--- src/rtl/ninjakun_pkg.sv ---
`default_nettype none
// ============================================================================
//  Module      : ninjakun_pkg
//  Description : Shared constants and state encoding for the NINJAKUN
//                dual-Z80 IO/video bus arbiter.
//  Revision    : 1.0  initial release
// ============================================================================
package ninjakun_pkg;

   // Arbiter state encoding
   typedef enum logic [0:0] {
      ST_IDLE = 1'b0,
      ST_GNT  = 1'b1
   } state_t;

   // Default number of cycles the bus strobes are held per access
   localparam int ACC_CYC_DEF = 2;

   // Shared bus widths
   localparam int AW = 16;
   localparam int DW = 8;

endpackage : ninjakun_pkg
`default_nettype wire

--- src/rtl/ninjakun_busarb_port.sv ---
`default_nettype none
// ============================================================================
//  Module      : ninjakun_busarb_port
//  Description : Per-CPU side of the bus arbiter: raw request, served flag,
//                pending/wait generation and the returned read-data register.
//  Revision    : 1.0  initial release
// ============================================================================
module ninjakun_busarb_port
   import ninjakun_pkg::*;
(
   input  logic          clk,
   input  logic          rst,
   input  logic          cs,
   input  logic          rd,
   input  logic          wr,
   input  logic          done,     // completion edge of this CPU's access
   input  logic          rd_acc,   // the completing access is a read
   input  logic [DW-1:0] bus_idt,
   output logic          pnd,
   output logic [DW-1:0] id
);

   logic rq;
   logic srv;

   assign rq  = cs & (rd | wr);
   // Pending drives WAIT directly so the CPU stalls in the same cycle it asks
   assign pnd = rq & ~srv;

   // Served flag: remembers that the current Z80 cycle already got its access
   always_ff @(posedge clk) begin
      if (rst)
         srv <= 1'b0;
      else if (!rq)
         srv <= 1'b0;
      else if (done)
         srv <= 1'b1;
   end

   // Read-data return register, only updated by this CPU's completing reads
   always_ff @(posedge clk) begin
      if (rst)
         id <= '0;
      else if (done && rd_acc)
         id <= bus_idt;
   end

endmodule : ninjakun_busarb_port
`default_nettype wire

--- src/rtl/ninjakun_busarb.sv ---
`default_nettype none
// ============================================================================
//  Module      : ninjakun_busarb
//  Description : Round-robin arbiter sharing the IO/video bus between the two
//                Z80 CPUs. One access at a time, the loser is held with WAIT.
//  Revision    : 1.0  initial release
// ============================================================================
module ninjakun_busarb
   import ninjakun_pkg::*;
#(
   parameter int ACC_CYC = ACC_CYC_DEF
)(
   input  logic          CLK24M,
   input  logic          RESET,
   // CPU0
   input  logic          CS0,
   input  logic [AW-1:0] AD0,
   input  logic [DW-1:0] OD0,
   input  logic          RD0,
   input  logic          WR0,
   output logic [DW-1:0] ID0,
   output logic          WAIT0,
   // CPU1
   input  logic          CS1,
   input  logic [AW-1:0] AD1,
   input  logic [DW-1:0] OD1,
   input  logic          RD1,
   input  logic          WR1,
   output logic [DW-1:0] ID1,
   output logic          WAIT1,
   // Shared bus
   output logic [AW-1:0] CPADR,
   output logic [DW-1:0] CPODT,
   input  logic [DW-1:0] CPIDT,
   output logic          CPRED,
   output logic          CPWRT
);

   localparam logic [3:0] CNT_LAST = 4'(ACC_CYC - 1);

   state_t        state, state_nxt;
   logic          own, own_nxt;
   logic          last, last_nxt;
   logic [3:0]    cnt, cnt_nxt;
   logic [AW-1:0] adr_nxt;
   logic [DW-1:0] odt_nxt;
   logic          red_nxt, wrt_nxt;

   logic          pnd0, pnd1;
   logic          done, done0, done1;
   logic          sel, sel_rd, sel_wr;

   assign done  = (state == ST_GNT) && (cnt == CNT_LAST);
   assign done0 = done & ~own;
   assign done1 = done &  own;
   assign WAIT0 = pnd0;
   assign WAIT1 = pnd1;

   ninjakun_busarb_port u_port0 (
      .clk     (CLK24M),
      .rst     (RESET),
      .cs      (CS0),
      .rd      (RD0),
      .wr      (WR0),
      .done    (done0),
      .rd_acc  (CPRED),
      .bus_idt (CPIDT),
      .pnd     (pnd0),
      .id      (ID0)
   );

   ninjakun_busarb_port u_port1 (
      .clk     (CLK24M),
      .rst     (RESET),
      .cs      (CS1),
      .rd      (RD1),
      .wr      (WR1),
      .done    (done1),
      .rd_acc  (CPRED),
      .bus_idt (CPIDT),
      .pnd     (pnd1),
      .id      (ID1)
   );

   // Grant selection: a tie goes to the CPU that was not served last
   always_comb begin
      sel    = (pnd0 & pnd1) ? ~last : pnd1;
      sel_rd = sel ? RD1 : RD0;
      sel_wr = sel ? WR1 : WR0;
   end

   // Next-state and bus register update; write wins when RD and WR both high
   always_comb begin
      state_nxt = state;
      own_nxt   = own;
      last_nxt  = last;
      cnt_nxt   = cnt;
      adr_nxt   = CPADR;
      odt_nxt   = CPODT;
      red_nxt   = CPRED;
      wrt_nxt   = CPWRT;
      case (state)
         ST_IDLE: begin
            if (pnd0 | pnd1) begin
               state_nxt = ST_GNT;
               own_nxt   = sel;
               cnt_nxt   = 4'd0;
               adr_nxt   = sel ? AD1 : AD0;
               odt_nxt   = sel ? OD1 : OD0;
               wrt_nxt   = sel_wr;
               red_nxt   = sel_rd & ~sel_wr;
            end
         end
         ST_GNT: begin
            if (cnt == CNT_LAST) begin
               state_nxt = ST_IDLE;
               last_nxt  = own;
               red_nxt   = 1'b0;
               wrt_nxt   = 1'b0;
            end else begin
               cnt_nxt   = cnt + 4'd1;
            end
         end
         default: begin
            state_nxt = ST_IDLE;
            red_nxt   = 1'b0;
            wrt_nxt   = 1'b0;
         end
      endcase
   end

   // State, arbitration and shared-bus registers
   always_ff @(posedge CLK24M) begin
      if (RESET) begin
         state <= ST_IDLE;
         own   <= 1'b0;
         last  <= 1'b1;
         cnt   <= 4'd0;
         CPADR <= '0;
         CPODT <= '0;
         CPRED <= 1'b0;
         CPWRT <= 1'b0;
      end else begin
         state <= state_nxt;
         own   <= own_nxt;
         last  <= last_nxt;
         cnt   <= cnt_nxt;
         CPADR <= adr_nxt;
         CPODT <= odt_nxt;
         CPRED <= red_nxt;
         CPWRT <= wrt_nxt;
      end
   end

endmodule : ninjakun_busarb
`default_nettype wire

--- config.mk ---
export PLATFORM = sky130hd
export DESIGN_NAME = ninjakun_busarb
export DESIGN_NICKNAME = d
export VERILOG_FILES = /design/src/rtl/ninjakun_pkg.sv /design/src/rtl/ninjakun_busarb_port.sv /design/src/rtl/ninjakun_busarb.sv
export SDC_FILE = /design/constraint.sdc
export NUM_CORES = 1
export LEC_CHECK = 0
export ABC_AREA = 1
export ABC_CLOCK_PERIOD_IN_PS = 2200
export CAP_MARGIN = 20
export CORE_MARGIN = 5
export CORE_UTILIZATION = 45
export CTS_BUF_LIST = sky130_fd_sc_hd__clkbuf_8
export DETAILED_ROUTE_END_ITERATION = 7
export HOLD_SLACK_MARGIN = 0.03
export PLACE_DENSITY = 0.94
export SLEW_MARGIN = 0
export SYNTH_ARGS = -nofsm -noshare
export SYNTH_HDL_FRONTEND = slang
export SYNTH_SLANG_ARGS = --single-unit
--- constraint.sdc ---
create_clock -name CLK24M -period 2.2 [get_ports CLK24M]
set_input_delay 0.44 -clock CLK24M [delete_from_list [all_inputs] [get_ports CLK24M]]
set_output_delay 0.44 -clock CLK24M [all_outputs]
set_load 0.03 [all_outputs]
## Word level (Yosys, flattened, before mapping)

Cells that the tools add are included.

| storage, ports and cells | value |
|---|---|
| flip-flop bits (word level) | 51 |
| bits of input ports | 64 |
| output and inout bits | 44 |
| word-level logic and storage cells | 61 |

| cells by class | value |
|---|---|
| add/subtract/negate cells | 1 |
| eq/ne operators | 4 |
| muxes and demuxes | 16 |
| bitwise gates (word level) | 19 |
| reduce and logical (&&, ||, !) cells | 9 |

Operators with widths:

| cell | count |
|---|---|
| $mux 16 | 1 |
| $and 1x1->1 | 8 |
| $mux 1 | 8 |
| $mux 4 | 2 |
| $mux 8 | 1 |
| $not 1->1 | 8 |
| $pmux 4 s2 | 1 |
| $reduce_and 2->1 | 4 |
| $pmux 1 s2 | 3 |
| $add 4x1->4 const B | 1 |
| $eq 4x1->1 const B | 1 |
| $ne 2x2->1 const B | 2 |
| $reduce_or 2->1 | 2 |
| $logic_and 1x1->1 | 3 |
| $or 1x1->1 | 3 |
| $ne 2x1->1 const B | 1 |

## Depth between registers and ports, before layout

| depth | value |
|---|---|
| depth in word-level cells | 10 |
| gate-level depth with buffers | 9 |
| depth with buffers taken out | 9 |

## Cells and area by module

From an unflattened synthesis, not the netlist that was laid out.

| unflattened totals | value |
|---|---|
| cells, all modules | 312 |
| area, all modules | 2240.9 um^2 |

Modules (own cells, without submodules):

| module | times used | cells an instance | area each (um^2) | sequential area each (um^2) |
|---|---|---|---|---|
| ninjakun_busarb | 1 | 200 | 1492.7 | 660.6 |
| ninjakun_busarb_port | 2 | 56 | 374.1 | 180.2 |

## Worst setup path after synthesis

OpenSTA, ideal clock, no wires.

| timing path | value |
|---|---|
| path kind | in2reg |
| start point | input port RD1 |
| end point | register CPODT[5] |
| library setup time | 0.113 ns |
| arrival | 1.257 ns |
| required time | 2.087 ns |
| path slack | 0.829 ns |
| stages on the path | 9 |
| buffers on the path | 1 |
| cell sequence | inv_1 > nand2_2 > nand3_4 > clkinv_2 > nand2_4 > buf_4 > nand2_1 > nand3_1 > nand2_1 |

| between the ends | value |
|---|---|
| cells in the longest elaborated chain, start to end | 6 |
| elaborated cells between the ends (all ways) | 8 |
| those cells by class | mux: 2; bitwise: 5; reduce/logical: 1 |

RTL lines:

| what | line | text |
|---|---|---|
| start, declared | ninjakun_busarb.sv:27 | `input logic RD1,` |
| $or 1x1->1 (*) | ninjakun_busarb_port.sv:26 | `assign rq = cs & (rd \| wr);` |
| $and 1x1->1 (*) | ninjakun_busarb_port.sv:26 |  |
| $and 1x1->1 (*) | ninjakun_busarb_port.sv:28 | `assign pnd = rq & ~srv;` |
| via WAIT1 | ninjakun_busarb.sv:30 | `output logic WAIT1,` |
| $and 1x1->1 | ninjakun_busarb.sv:87 | `sel = (pnd0 & pnd1) ? ~last : pnd1;` |
| $mux 1 | ninjakun_busarb.sv:87 |  |
| $mux 8 | ninjakun_busarb.sv:109 | `odt_nxt = sel ? OD1 : OD0;` |
| end signal, assigned | ninjakun_busarb.sv:149 | `CPODT <= odt_nxt;` |
| end, declared | ninjakun_busarb.sv:33 | `output logic [DW-1:0] CPODT,` |

The timed path passes the listed nets; every way through them passes the cells marked *.
A chain may end at the register's enable or synchronous reset.

## Worst setup path after layout

| timing path | value |
|---|---|
| start point | input port RD1 |
| end point | output port WAIT1 |

| between the ends | value |
|---|---|
| cells in the longest elaborated chain, start to end | 3 |

RTL lines:

| what | line |
|---|---|
| $or 1x1->1 | ninjakun_busarb_port.sv:26 |
| $and 1x1->1 | ninjakun_busarb_port.sv:26 |
| $and 1x1->1 | ninjakun_busarb_port.sv:28 |
| end, declared | ninjakun_busarb.sv:30 |

Every way passes these cells.

==> impl_results.md <==
- Peak supply drop: 451 µV
- Die X: 82.9 µm
- CP Class: in -> out
- CP arrival: 1.46 ns
- Antenna violations before repair: 0
- # port buffers: 107
- Worst reg2reg path depth: 6
- Final Setup Violations: 0
- Ant diodes: 0
- Top-area cell type share of the netlist area: 0.427
- Largest net degree at the start of global routing: 27
- Post-route setup TNS: 0 ns
- Clk slew on worst S/H paths: 0.09 ns
- Largest delay share family, worst path: buffers and inverters
- Hold Crit Endpoint: CPWRT
- Remaining DRCs: 0
- Clk_lat worst skew: 0.30 ns
- Clk buf depth: 2
- Commonest register cell after synthesis: dfxtp_1
- Initial Util: 0.466
- Site Rows: 26
- Cts hold-fix bufs: 0
- Gpl congestion: 0.823
- Final hold vios: 0
- R2R setup slack: 0.68 ns
- Unique cell type count in the Yosys netlist: 26
- Post-place setup slack: 0.114 ns
- Share of the yosys chip area belonging to registers: 0.427
- Top area cells in the synthesized netlist: dfxtp_1, nand2_1, nand3_1, nor2_1, inv_1
- End-of-flow core utilization: 0.705
- Status: complete, no violations
- Syn Area/Cell: 6.98 µm²
- CP Cell Sequence: clkdlybuf4s50_1 -> inv_1 -> nand2_2 -> nand3_4 -> clkinv_2 -> buf_4
- CTS tree: built
- Normalized max-slew margin: 0.758
- Area growth syn-to-layout: 51.5%
- Slew @ Worst Pin: 0.362 ns
- Clock Sinks: 51
- Slowest stage delay, CP: 0.49 ns
- Setup crit end kind: output port
- FF-to-FF Start: cnt[0]
- Worst setup SP type: input port
- Num CTS Buffers: 5
- Drt wl/cell: 13.9 µm
- Minimum clock period: 1.90 ns
- Detailed placement HPWL: 5.55 mm
- Die H: 82.9 µm
- Post-CTS sizing: 0
- Overflow after GRT: 0
- Overall power: 2.26 mW
- Leading area contributor after synthesis: dfxtp_1
- Worst Path Max Fanout: 4
- Die area: 6880 µm²
- DRT Wirelength: 7.22 mm
- Reg2Reg Capture Point: u_port1.id[5]
- Worst Setup SP: RD1
- Top-level I/O count: 108
- Total Routing Usage GR: 0.209
- Flops & latches, synth: 51
- RSZ-0062 raised after global routing: false
- Final Max Tran Viols: 0
- Most common cell in the netlist: nand2_1
- Ys Warns: 0
- Final period util: 0.864
- Root buf cell: clkbuf_8
- Htree depth: 2
- Vias post-DR: 2,552
- Vias in the first global route: 2,510
- Slowest cell on the critical path: clkdlybuf4s50_1
- Max Cap Viol: 0
- Cell count after synthesis: 343
- Initial drt markers: 100
- Synthesized net count: 409
- Hold Crit Depth: 2
- Post-synth ARST share: 0
- Min-Delay Startpoint: CPWRT
- WP buf/inv: 4
- Share of layout cells above drive strength 1: 0.0776
- Most common library cells after synthesis: nand2_1, dfxtp_1, nor2_1, inv_1, nand3_1
- Syn Std Cell Area: 2390 µm²
- Nets: 516
- Core box area: 5140 µm²
- First-pass GRT wire length: 11.9 mm
- Final ANT Viol Nets: 0
- Critical Path RT: 1.76 ns
- Fmax: 526 MHz
- Post-synth EDFFs: 0
- LEAKAGE: 1.60 nW
- Clock Skew: 0.00820 ns
- Fin Hold WS: 0.464 ns
- Setup WS post-layout: 0.299 ns
- Cell Pwr Density: 625 nW/µm²
- Postcts setup bufs: 0
- Via density: 4.90
- First drt pass iteration count: 4
- Worst min path class: reg -> reg
## area by class of cell
cell class / count / area (µm²)
clock buffer: 5 / 68.8
sequential: 51 / 1020
fill: 443 / 1510
tap: 70 / 87.6
clock inverter: 3 / 43.8
multi-input combinational: 226 / 1080
inverter: 53 / 200
timing repair buffer: 113 / 1120
## logic make-up after synthesis
kind of cell    after synthesis  share of synthesized area
compound gates               41                     0.0910
flops                        51                      0.427
simple gates                182                      0.347
buf+inv                      66                      0.122
fa+ha+maj                     2                     0.0105
xor+xnor                      1                    0.00366
## cell usage in the layout (no fill, tap or decap), types with 3 or more instances in the layout
master           netlist  final
o21ai_1               16     16
inv_2                  6      6
dfxtp_1               51     51
a21oi_1                7      7
nor2_1                48     48
nand3_2                3      3
inv_1                 46     46
nand2_1               75     75
nand3_1               45     45
buf_4                  4      7
clkbuf_8               0      5
clkdlybuf4s50_1        0    105
o21ai_0               16     16
## flip-flops by register name, summed over array words and instances (netlist names), 4 cells and up
signal / flops
CPODT: 8
CPADR: 16
u_port0.id: 8
cnt: 4
u_port1.id: 8
## how the worst max path moves through the flow
stage,to,slack [ns],cells past startpoint
3_3_place_gp,CPADR[10],0.27,7
3_5_place_dp,CPADR[5],0.11,9
5_1_grt,CPRED,0.24,1
6_report,WAIT1,0.30,6
2_1_floorplan,CPODT[5],0.83,9
4_1_cts,CPRED,0.29,1
## per-stage QoR
| step | instances | instance area [µm²] |
|---|---|---|
| 4_1_cts | 521 | 3630 |
| 3_5_place_dp | 513 | 3510 |
| 5_1_grt | 521 | 3630 |
| 3_3_place_gp | 513 | 3510 |
| 6_report | 521 | 3630 |
| 2_1_floorplan | 343 | 2390 |
## worst register-to-register path, delay by kind of cell (launching register included)
| family | cells | cell delay, ns |
|---|---|---|
| AND/OR/NAND/NOR | 4 | 0.52 |
| flip-flops | 1 | 0.44 |
| AO/OA/AOI/OAI | 1 | 0.26 |
| adder cells (fa/ha/maj) | 1 | 0.20 |
## routing by layer
layer  wire length (µm)  vias to the layer above  global-route usage
met3                483                       10              0.0505
met2               3850                       96               0.389
li1                   -                     1281                   -
met1               2770                     1165               0.234
met4                113                        0              0.0639
met5                  0                        -                   0
## where the power goes
part	total [mW]	switching [mW]	internal, mW	leakage, nW
logic	0.593	0.326	0.267	1.13
registers	1.02	0.0392	0.983	0.416
clock network	0.650	0.311	0.339	0.0581
total	2.26	0.676	1.59	1.60
Power figures use the tool's default switching activity.
